$ cat config.mk
export PLATFORM = sky130hd
export DESIGN_NAME = raster_stream_rx
export DESIGN_NICKNAME = d
export VERILOG_FILES = /design/src/rtl/raster_stream_rx.sv
export SDC_FILE = /design/constraint.sdc
export NUM_CORES = 1
export LEC_CHECK = 0
export ABC_AREA = 1
export CAP_MARGIN = 20
export CELL_PAD_IN_SITES_DETAIL_PLACEMENT = 0
export CELL_PAD_IN_SITES_GLOBAL_PLACEMENT = 1
export CORE_ASPECT_RATIO = 0.7
export CORE_MARGIN = 2
export CORE_UTILIZATION = 36
export DETAILED_ROUTE_END_ITERATION = 6
export PLACE_DENSITY_LB_ADDON = 0.3
export SYNTH_ARGS = -nofsm -noshare
export SYNTH_HDL_FRONTEND = slang
export SYNTH_SLANG_ARGS = --single-unit
$ cat constraint.sdc
create_clock -name clk -period 2.5 [get_ports clk]
set_clock_uncertainty 0.15 [all_clocks]
set_input_delay 0.25 -clock clk [delete_from_list [all_inputs] [get_ports clk]]
set_output_delay 0.25 -clock clk [all_outputs]
set_load 0.03 [all_outputs]
$ cat src/rtl/raster_stream_rx.sv
// Receive end of the raster pixel/depth stream: rebuilds x/y indices and frame
// pulses from a valid-qualified stream with blanking gaps, and flags bad line lengths.
module raster_stream_rx #(
   parameter int H_SIZE_BW     = 10,
   parameter int V_SIZE_BW     = 9,
   parameter int DATA_RGB_BW   = 8,
   parameter int DATA_DEPTH_BW = 16
) (
   input  logic                     clk,
   input  logic                     rst_n,
   input  logic                     i_frame_start,
   input  logic                     i_valid,
   input  logic [DATA_RGB_BW-1:0]   i_data,
   input  logic [DATA_DEPTH_BW-1:0] i_depth,
   input  logic [H_SIZE_BW-1:0]     r_hsize,
   input  logic [V_SIZE_BW-1:0]     r_vsize,
   output logic                     o_frame_start,
   output logic                     o_frame_end,
   output logic                     o_valid,
   output logic [DATA_RGB_BW-1:0]   o_data,
   output logic [DATA_DEPTH_BW-1:0] o_depth,
   output logic [H_SIZE_BW-1:0]     o_idx_x,
   output logic [V_SIZE_BW-1:0]     o_idx_y,
   output logic                     o_line_end,
   output logic                     o_err_short_line,
   output logic                     o_err_long_line,
   output logic                     o_busy
);

   typedef enum logic [1:0] {
      ST_IDLE   = 2'd0,
      ST_ARMED  = 2'd1,
      ST_ACTIVE = 2'd2,
      ST_END    = 2'd3
   } state_t;

   localparam logic [H_SIZE_BW-1:0] H_ZERO = {H_SIZE_BW{1'b0}};
   localparam logic [H_SIZE_BW-1:0] H_ONE  = H_SIZE_BW'(1);
   localparam logic [V_SIZE_BW-1:0] V_ZERO = {V_SIZE_BW{1'b0}};
   localparam logic [V_SIZE_BW-1:0] V_ONE  = V_SIZE_BW'(1);

   state_t               state;
   state_t               state_nxt;
   logic [H_SIZE_BW-1:0] x;
   logic [H_SIZE_BW-1:0] x_nxt;
   logic [V_SIZE_BW-1:0] y;
   logic [V_SIZE_BW-1:0] y_nxt;
   logic                 prev_v;
   logic                 gap;
   logic                 x_in_line;
   logic                 last_col;
   logic                 last_row;
   logic                 emit;
   logic                 emit_first;
   logic                 emit_last;
   logic                 set_short;
   logic                 set_long;
   logic                 clr_err;
   logic                 frame_end_nxt;

   assign gap       = ~i_valid & prev_v;
   assign x_in_line = (x < r_hsize);
   assign last_col  = (x == (r_hsize - H_ONE));
   assign last_row  = (y == (r_vsize - V_ONE));

   // State register, position counters and blanking-gap detector
   always_ff @(posedge clk or negedge rst_n) begin
      if (!rst_n) begin
         state  <= ST_IDLE;
         x      <= H_ZERO;
         y      <= V_ZERO;
         prev_v <= 1'b0;
      end else begin
         state  <= state_nxt;
         x      <= x_nxt;
         y      <= y_nxt;
         prev_v <= i_valid;
      end
   end

   // Next-state and per-cycle event decode
   always_comb begin
      state_nxt     = state;
      x_nxt         = x;
      y_nxt         = y;
      emit          = 1'b0;
      emit_first    = 1'b0;
      emit_last     = 1'b0;
      set_short     = 1'b0;
      set_long      = 1'b0;
      clr_err       = 1'b0;
      frame_end_nxt = 1'b0;
      if (i_frame_start) begin
         // arm or restart; a pixel on this cycle is deliberately discarded
         state_nxt = ST_ARMED;
         x_nxt     = H_ZERO;
         y_nxt     = V_ZERO;
         clr_err   = 1'b1;
      end else begin
         case (state)
            ST_IDLE: begin
               state_nxt = ST_IDLE;
            end
            ST_ARMED: begin
               if (i_valid) begin
                  emit       = 1'b1;
                  emit_first = 1'b1;
                  x_nxt      = H_ONE;
                  state_nxt  = ST_ACTIVE;
               end else begin
                  state_nxt = ST_ARMED;
               end
            end
            ST_ACTIVE: begin
               if (i_valid) begin
                  if (x_in_line) begin
                     emit      = 1'b1;
                     emit_last = last_col;
                     x_nxt     = x + H_ONE;
                     if (last_col && last_row) begin
                        state_nxt = ST_END;
                     end else begin
                        state_nxt = ST_ACTIVE;
                     end
                  end else begin
                     // excess pixel: dropped, x stays saturated at r_hsize
                     set_long = 1'b1;
                     x_nxt    = x;
                  end
               end else if (gap) begin
                  if (x_in_line) begin
                     set_short = 1'b1;
                     if (last_row) begin
                        state_nxt = ST_END;
                     end else begin
                        y_nxt = y + V_ONE;
                        x_nxt = H_ZERO;
                     end
                  end else begin
                     y_nxt = y + V_ONE;
                     x_nxt = H_ZERO;
                  end
               end else begin
                  state_nxt = ST_ACTIVE;
               end
            end
            ST_END: begin
               frame_end_nxt = 1'b1;
               state_nxt     = ST_IDLE;
            end
            default: begin
               state_nxt = ST_IDLE;
            end
         endcase
      end
   end

   // Registered outputs: pulses, captured pixel, sticky error flags
   always_ff @(posedge clk or negedge rst_n) begin
      if (!rst_n) begin
         o_frame_start    <= 1'b0;
         o_frame_end      <= 1'b0;
         o_valid          <= 1'b0;
         o_data           <= {DATA_RGB_BW{1'b0}};
         o_depth          <= {DATA_DEPTH_BW{1'b0}};
         o_idx_x          <= H_ZERO;
         o_idx_y          <= V_ZERO;
         o_line_end       <= 1'b0;
         o_err_short_line <= 1'b0;
         o_err_long_line  <= 1'b0;
         o_busy           <= 1'b0;
      end else begin
         o_frame_start <= emit_first;
         o_frame_end   <= frame_end_nxt;
         o_valid       <= emit;
         o_line_end    <= emit_last;
         o_busy        <= (state_nxt != ST_IDLE);
         if (emit) begin
            o_data  <= i_data;
            o_depth <= i_depth;
            o_idx_x <= x;
            o_idx_y <= y;
         end else begin
            o_data  <= o_data;
            o_depth <= o_depth;
            o_idx_x <= o_idx_x;
            o_idx_y <= o_idx_y;
         end
         if (clr_err) begin
            o_err_short_line <= 1'b0;
            o_err_long_line  <= 1'b0;
         end else begin
            o_err_short_line <= o_err_short_line | set_short;
            o_err_long_line  <= o_err_long_line | set_long;
         end
      end
   end

endmodule

## After elaboration in Yosys (flattened, before gate mapping)

Index checks and enable logic that the tools add are counted.

- Register bits after elaboration: 72
- Input bits: 47
- Output and inout bits: 50

- Bitwise operators: 4
- Add/sub/neg operators: 4
- Magnitude comparators: 1
- Eq/ne operators: 11
- Muxes and demuxes: 47
- Reductions and logical operators: 9

Operators with widths:

| operator | number |
|---|---|
| 10-bit two-way mux | 7 |
| 9-bit two-way mux | 6 |
| 1-bit two-way mux | 24 |
| 10-bit case mux with 2 select lines | 1 |
| 2-bit two-way mux | 7 |
| 10-bit by 1-bit adder with 10-bit output (second input constant) | 1 |
| 10-bit == test | 1 |
| 10-bit < comparator | 1 |
| 10-bit by 1-bit subtractor with 10-bit output (second input constant) | 1 |
| 9-bit by 1-bit adder with 9-bit output (second input constant) | 1 |
| 9-bit == test | 1 |
| 9-bit by 1-bit subtractor with 9-bit output (second input constant) | 1 |
| 4-bit != test (second input constant) | 2 |
| 3-bit != test (second input constant) | 2 |
| 2-bit case mux with 3 select lines | 1 |
| 2-bit nonzero test | 3 |
| 5-bit != test (second input constant) | 1 |
| 5-bit AND reduction | 1 |
| 2-bit == test (second input constant) | 2 |
| 4-bit AND reduction | 1 |
| 3-bit nonzero test | 1 |
| 2-bit by 1-bit == test with 1-bit output (second input constant) | 1 |
| 2-bit logical NOT | 1 |
| 2-bit != test (second input constant) | 1 |
| 6 further kinds | 7 |

## Logic depth before layout (Yosys ltp)

Gate-level depths: netlist of the first run.

- Depth in word-level cells: 9
- Mapped depth: 18
- Depth with buffers taken out: 17

## Worst setup path after synthesis of the first run

OpenSTA, ideal clock, no wires.

- Path kind: reg-to-reg
- Start point: register x[9]
- End point: register o_data[0]
- Stages on the path, launching flop included: 15
- Data required time: 2232 ps
- Period minus slack after synthesis: 2112 ps
- Path slack: 388 ps
- Data arrival time: 1844 ps
- Buffers on the path: 2
- Cells stage by stage: dfrtp_1 ha_1 a21oi_1 o21a_1 nand2_1 nor2_2 nand2_1 o21ai_1 inv_1 nor2_4 inv_2 buf_6 buf_6 nand2_1 nand2_1

- Cells in the longest elaborated chain, start to end: 5

Ends and longest elaborated chain:

| element | RTL line | source |
|---|---|---|
| from (decl) | 44 | `logic [H_SIZE_BW-1:0] x;` |
| from (signal assigned) | 75 | `x <= x_nxt;` |
| 10-bit < comparator | 62 | `assign x_in_line = (x < r_hsize);` |
| 1-bit two-way mux | 116 | `if (x_in_line) begin` |
| 1-bit two-way mux | 115 | `if (i_valid) begin` |
| 1-bit case mux with 2 select lines | 100 | `case (state)` |
| 1-bit two-way mux | 93 | `if (i_frame_start) begin` |
| to (signal assigned) | 164 | `o_data <= {DATA_RGB_BW{1'b0}};` |
| to (signal assigned) | 179 | `o_data <= i_data;` |
| to (signal assigned) | 184 | `o_data <= o_data;` |
| to (decl) | 20 | `output logic [DATA_RGB_BW-1:0] o_data,` |

No other way between the ends.
A chain may end at the register's enable or synchronous reset.

## Worst setup path after layout of the first run

- Start point: input port r_hsize[9]
- End point: register x[1]

- Cells in the longest elaborated chain, start to end: 6
- Elaborated cells between the ends (all ways): 9
- Classes of those cells: order compare (1); eq/ne (2); mux (5); reduce/logical (1)

Ends and longest elaborated chain:

| element | RTL line | source |
|---|---|---|
| from (decl) | 15 | `input logic [H_SIZE_BW-1:0] r_hsize,` |
| 10-bit < comparator * | 62 |  |
| 10-bit two-way mux | 131 | `if (x_in_line) begin` |
| 10-bit two-way mux | 130 | `end else if (gap) begin` |
| 10-bit two-way mux | 115 |  |
| 10-bit case mux with 2 select lines | 100 |  |
| 10-bit two-way mux | 93 |  |

Mark *: on every way between the ends. The rest lies on a longest branch, timed or not. The select of a mux whose other input is x is not followed.

==> results of run 1 <==
power by group:
group / switching, mW / total (mW) / internal (mW) / leakage (nW)
Combinational: 0.737 / 1.28 / 0.542 / 1.86
Clock: 0.479 / 1.43 / 0.955 / 0.161
Sequential: 0.105 / 1.46 / 1.35 / 0.951
Total: 1.32 / 4.17 / 2.85 / 2.97
logic make-up after synthesis:
family          after synthesis  share of synthesized area [%]
compound gates               41                           5.65
flops                        72                           43.5
xor+xnor                     24                           5.07
fa+ha+maj                    17                           5.13
simple gates                325                           32.6
buf+inv                      75                           8.06
synthesized netlist by cell type, types with 2 or more instances:
cell	count	share of area, %
nand2_1	206	19
clkbuf_1	3	0.27
dfrtp_1	72	43
buf_6	5	1.4
o21ai_2	6	1.3
nand2_2	2	0.30
buf_4	3	0.54
nor4_1	6	0.91
nand3_1	36	4.3
nor2_1	48	4.3
ha_1	17	5.1
o21ai_0	23	2.8
nor3_1	8	0.97
buf_2	3	0.36
nor2_2	6	0.91
a31oi_1	2	0.30
xor2_1	20	4.2
inv_2	2	0.18
nand4_1	9	1.4
nand3b_1	2	0.36
a21oi_1	7	0.85
xnor2_1	4	0.85
inv_1	57	5.2
state kept, by name, indices dropped and copies added (netlist names), 2 cells and up:
name / flops
o_data: 8
x: 10
o_depth: 16
o_idx_y: 9
y: 9
o_idx_x: 10
state: 2
stage by stage:
step,setup TNS (ns),std cells,cell area (um^2),hold slack [ns]
global placement,-9.12,835,5590,0.283
CTS,0,852,5940,0.298
finish,0,854,6010,0.307
detailed placement,-12.20,835,5590,0.302
global route,0,854,6010,0.314
floorplan,0,554,4140,-0.196
layout by cell type (no fill, tap or decap), drive strengths merged, types with 2 or more instances in the layout:
cell	instances
nand2	209
clkdlybuf4s50	95
dfrtp	72
inv	59
nor2	55
buf	49
nand3	36
o21ai	30
xor2	20
ha	17
clkbuf	12
nand4	9
nor3	8
a21oi	7
nor4	6
xnor2	4
a31oi	2
nand3b	2
clkinvlp	2
bufinv	2
worst min-delay path, stage by stage:
cell	delay [ns]
clkdlybuf4s50_1	0.40
nand2_1	0.06
nand2_1	0.04
worst paths after layout:
path                       slack [ns]          to       start
max                              0.18        x[1]  r_hsize[9]
min                              0.31   o_data[1]   i_data[1]
max reg2reg                      0.21        y[2]        x[9]
min reg2reg                      0.32  o_idx_x[7]  o_idx_x[7]
max in group asynchronous        1.16        x[4]       rst_n
min in group asynchronous        0.45        y[1]       rst_n
routing by layer:
metal	track usage (%)	share of wire, %	vias to the layer above
li1	-	-	2032
met1	26.9	51	1819
met2	28.1	44	81
met3	3.45	3.9	14
met4	6.36	1.7	0
met5	0	0	-
what timing repair did:
action / in CTS / in global routing
endpoints found under the setup margin: 0 / 64
hold buffers: 1 / 0
gates resized for setup: 0 / 22
endpoints found under the hold margin: 72 / 0
cell type report:
| cell class | instances | area, um^2 | share of cell area [%] |
|---|---|---|---|
| Clock inverter | 4 | 75.1 | 1.25 |
| Timing Repair Buffer | 145 | 1390 | 23.1 |
| Multi-Input combinational cell | 408 | 2060 | 34.3 |
| Inverter | 60 | 228 | 3.79 |
| Tap cell | 153 | 191 | 3.18 |
| Sequential cell | 72 | 1800 | 30.0 |
| Clock buffer | 12 | 267 | 4.43 |
==> summary.txt, run 1 <==
Outcome
  • Status: finished clean

Floorplan
  • Die Area: between 10,000 and 15,000 um^2
  • Site row count: 32
  • Core outline area: 11,100 um^2
  • Chip height: 93.8 um
  • Initial Util: 37.2%
  • I/O pin total: 97
  • DIE WIDTH: 132 um

Clock tree
  • Num CTS Buffers: 9
  • Clock slew at reported path FFs: 0.06 ns
  • Htree depth: 3
  • Latest clock arrival within the worst-skew pair: 0.33 ns
  • Post-CTS Setup Bufs: 0
  • CTS tree: done
  • Buffer depth of the longest clock path: 2
  • Clk sinks: between 70 and 80
  • CTS root buffer: clkbuf_16

Worst setup path
  • Startpoint Class: primary input
  • CP Class: primary input to register
  • R2R cell count: 12
  • Crit path buffers/inverters: 6
  • CP Depth: 15
  • Worst path cell trace: clkdlybuf4s50_1, inv_1, ha_1, a21oi_1, o21a_1, nand2_2, nor2_4, inv_2, nand2_1, inv_1, a31oi_1, buf_4, buf_6, nand3b_1, nand2_1
  • Arrival time of the worst setup path: 2.44 ns
  • Crit-path slowest cell: clkdlybuf4s50_1
  • Crit path largest cell delay: between 0.4 and 0.5 ns
  • WP data required: between 2 and 3 ns
  • Worst Setup End Kind: register
  • Worst-path maximum fanout: 5
  • Top Family by Delay on Critical Path: buffers and inverters

Placed design
  • DP HPWL: roughly 8400 um
  • PortBufs: 96
  • RD Place Congestion: 0.874
  • Setup WS pre-CTS: -0.319 ns

Synth
  • Synth Register Bits: 72
  • Syn Inst Count: between 500 and 600
  • Syn Nets: 618
  • Number of enable flip-flop cells after synthesis: 0
  • Fraction of registers with async set/reset: 100%
  • Synth Cell Area: about 4100 um^2
  • Synth cell types: 30
  • Dominant synthesized flop cell: dfrtp_1
  • Avg Cell Area, Syn: around 7.5 um^2
  • Seq/Total Area, Yosys: 43.5%
  • Synth Warn #: 0

Final layout
  • Synthesis-to-finish area growth: 45.1%
  • Antenna Cells: 0
  • Share of post-route cells with drive strength above 1: between 10% and 20%
  • Final core utilization: around 54%
  • Final #Nets: 760
  • Filler cells: 1,114

Detailed routing
  • DRC errors left: 0
  • Routed Antenna Nets: 0
  • DR pass1 iterations: 4
  • DR vias: slightly below 4,000
  • Final wirelength: around 11,000 um
  • Starting DRT DRC Count: 221
  • Via/cell ratio: 4.62
  • Routed wire per std cell: 12.9 um

Timing
  • Final Max Slew Viols: 0
  • Final worst slack: approximately 0.18 ns
  • Slew @ Worst Pin: 0.922 ns
  • Slew headroom: 38.6%
  • RSZ-0062 raised after global routing: no
  • Hold Violations, Final: 0
  • Final setup fails: 0
  • Period minus WS final: 2.32 ns
  • Highest Clock Rate: approximately 0.43 GHz
  • Tcrit/Tclk final: 92.6%

Hold path
  • Hold depth: 3
  • Tightest Hold Check Type: primary input to register

GRT
  • GRT Util Overall: 18.6%
  • First-pass GRT wire length: 18,300 um
  • Largest net degree at the start of global routing: 73
  • Vias in the first global route: around 3,700
  • Initial antenna violation count: 0
  • GR Overflow Total: 0

Pwr
  • Pwr/cell area: slightly below 700 nW/um^2
  • Leak Pwr: 2.97 nW
  • Peak VDD IR: 0.000354 V
  • Pwr Total: roughly 4.2 mW

Run
  • Max_cap viols: 0
No activity file was read; power rests on OpenSTA's default activity.
==> run 2, diff against run 1 <==
--- a/config.mk
+++ b/config.mk
@@ -14,6 +14,7 @@
 export CORE_UTILIZATION = 36
 export DETAILED_ROUTE_END_ITERATION = 6
 export PLACE_DENSITY_LB_ADDON = 0.3
+export SKIP_LAST_GASP = 1
 export SYNTH_ARGS = -nofsm -noshare
 export SYNTH_HDL_FRONTEND = slang
 export SYNTH_SLANG_ARGS = --single-unit
==> constraint.sdc (replaced) <==
create_clock -name clk -period 2.5 [get_ports clk]
set_clock_uncertainty 0.15 [all_clocks]
set_input_delay 0.75 -clock clk [delete_from_list [all_inputs] [get_ports clk]]
set_output_delay 0.75 -clock clk [all_outputs]
set_load 0.03 [all_outputs]
==> summary.txt, run 2 (synthesis gave the netlist of run 1 again) <==
Outcome
  • Status: finished clean

Worst setup path
  • WP data required: 2.57 ns
  • Worst path cell trace: buf_6, inv_4, ha_4, nand2_2, nand2_2, nand2_2, nand2_2, nand2_2, nand2_2, nor2_4, nand2_2, o21ai_2, inv_2, nor2_4, inv_8, clkbuf_16, nand2_4, nand2_2
  • CP Class: primary input to register
  • Worst-path maximum fanout: 6
  • Arrival time of the worst setup path: 2.50 ns
  • Crit path largest cell delay: 0.23 ns
  • Worst Setup End Kind: register
  • Cell with the most instances on the worst path: nand2_2
  • Crit-path slowest cell: nor2_4
  • Startpoint Class: primary input

Floorplan
  • Die Area: 12,400 um^2
  • Initial Util: a little under two fifths
  • Chip height: 93.8 um
  • DIE WIDTH: 132 um
  • Core outline area: 11,100 um^2
  • Site row count: 32
  • I/O pin total: between 90 and 100

Run
  • Max_cap viols: 0

Clock tree
  • Clk sinks: 72
  • Latest clock arrival within the worst-skew pair: 0.33 ns
  • Htree depth: 3
  • CTS root buffer: clkbuf_16
  • CTS tree: done
  • Buffer depth of the longest clock path: 2
  • Post-cts hold buffer count: 0
  • Clock slew at reported path FFs: 0.05 ns
  • Num CTS Buffers: 9

Pwr
  • Peak VDD IR: 0.000407 V
  • Leak Pwr: 3.26 nW
  • Pwr Total: approximately 4.4 mW
  • Pwr/cell area: 649 nW/um^2

Timing
  • Slew @ Worst Pin: a little under 0.6 ns
  • Final setup fails: 0
  • Tcrit/Tclk final: 97.2%
  • Hold Violations, Final: 0
  • Slew headroom: 60.5%
  • Highest Clock Rate: ~0.41 GHz
  • Final Max Slew Viols: 0
  • Period minus WS final: around 2.4 ns

Detailed routing
  • Starting DRT DRC Count: 280
  • DR vias: around 4,200
  • Via/cell ratio: around 4.7
  • Routed Antenna Nets: 0
  • Final wirelength: 12,800 um
  • DR pass1 iterations: 4
  • DRC errors left: 0
  • Routed wire per std cell: 14.5 um

GRT
  • Met3 GRT Util: 4.48%
  • Gr busiest metal: met2
  • Met2 Use GR: 31.2%
  • Initial antenna violation count: 0
  • Vias in the first global route: 3,868
  • First-pass GRT wire length: ~19,000 um
  • GR Util met1: 27.0%
  • GR Overflow Total: 0
  • GRT Util Overall: 19.6%
  • Largest net degree at the start of global routing: between 40 and 50

Placed design
  • Dpl cells: roughly 850
  • RD Place Congestion: ~0.82
  • Placement Cell Area: 5670 um^2
  • DP HPWL: 8270 um
  • PortBufs: between 90 and 100

Final layout
  • Most frequent cells in the layout: nand2_1, clkdlybuf4s50_1, dfrtp_1, buf_4, inv_1
  • Final #Nets: roughly 790
  • Finished Layout Cells: about 890
  • Synthesis-to-finish area growth: 62.8%
  • Largest registers: o_depth (16), o_idx_x (10), x (10)
  • Share of post-route cells with drive strength above 1: between 20% and 30%
  • Most common cell after layout, fill and taps aside: nand2_1
  • Most flops, register: o_depth
  • Antenna Cells: 0
  • Final instance area: 6750 um^2
  • Largest register FFs: 16

Hold path
  • Tightest Hold Check Type: primary input to async pin
-- run 2: metrics by stage --
stage	hold slack, ns	setup WS, ns	util, %	TNS, ns
final	0.270	0.0704	60.6	0
after global routing	0.312	-0.0350	60.6	-0.755
after CTS	0.289	0.00790	56.5	0
after detailed placement	0.309	-0.764	51.0	-44.58
after global placement	0.303	-0.724	51.0	-43.93
after floorplan	0.304	0.0312	-	0
-- run 2: worst paths after layout --
path	start	end	slack, ns	cells after the start
max in group asynchronous	rst_n	y[5]	1.39	2
max reg2reg	x[7]	o_depth[1]	0.14	13
min in group clk	o_depth[6]	o_depth[6]	0.32	2
min reg2reg	o_depth[6]	o_depth[6]	0.32	2
max	r_hsize[3]	o_depth[1]	0.07	18
min	rst_n	o_idx_y[4]	0.27	1
-- run 2: critical path, delay by kind of cell --
| kind | cells | cell delay [ns] |
|---|---|---|
| AOI/OAI and AO/OA | 1 | 0.06 |
| adders and majority gates | 1 | 0.19 |
| buffers and inverters | 5 | 0.50 |
| and+or+nand+nor | 11 | 0.99 |
-- run 2: repair_timing --
action                     in CTS  in global routing
gates resized for setup        65                128
buffers inserted                7                  3
setup endpoints to repair      67                 66
gates cloned                    4                  8
pin swaps                      16                 37
-- run 2: routing by layer --
layer	vias up	part of all wire [%]	wire, um
met5	-	0	0
met4	0	1.6	205
met3	23	5.0	637
met2	116	45	5810
met1	1946	48	6180
li1	2103	-	-
-- run 2: report_power, final --
| group | switching [mW] | internal, mW | total [mW] |
|---|---|---|---|
| Sequential | 0.117 | 1.35 | 1.47 |
| Clock | 0.494 | 0.975 | 1.47 |
| Combinational | 0.803 | 0.633 | 1.44 |
| Total | 1.41 | 2.96 | 4.38 |
-- run 2: final cells by class --
class	count	area (um^2)
repair inverters	1	6.26
inverters	60	240
multi-input cells	409	2410
repair buffers	174	1750
fillers	1006	4380
well taps	153	191
clock buffers	9	225
clock inverters	7	120
flip-flops and latches	72	1800
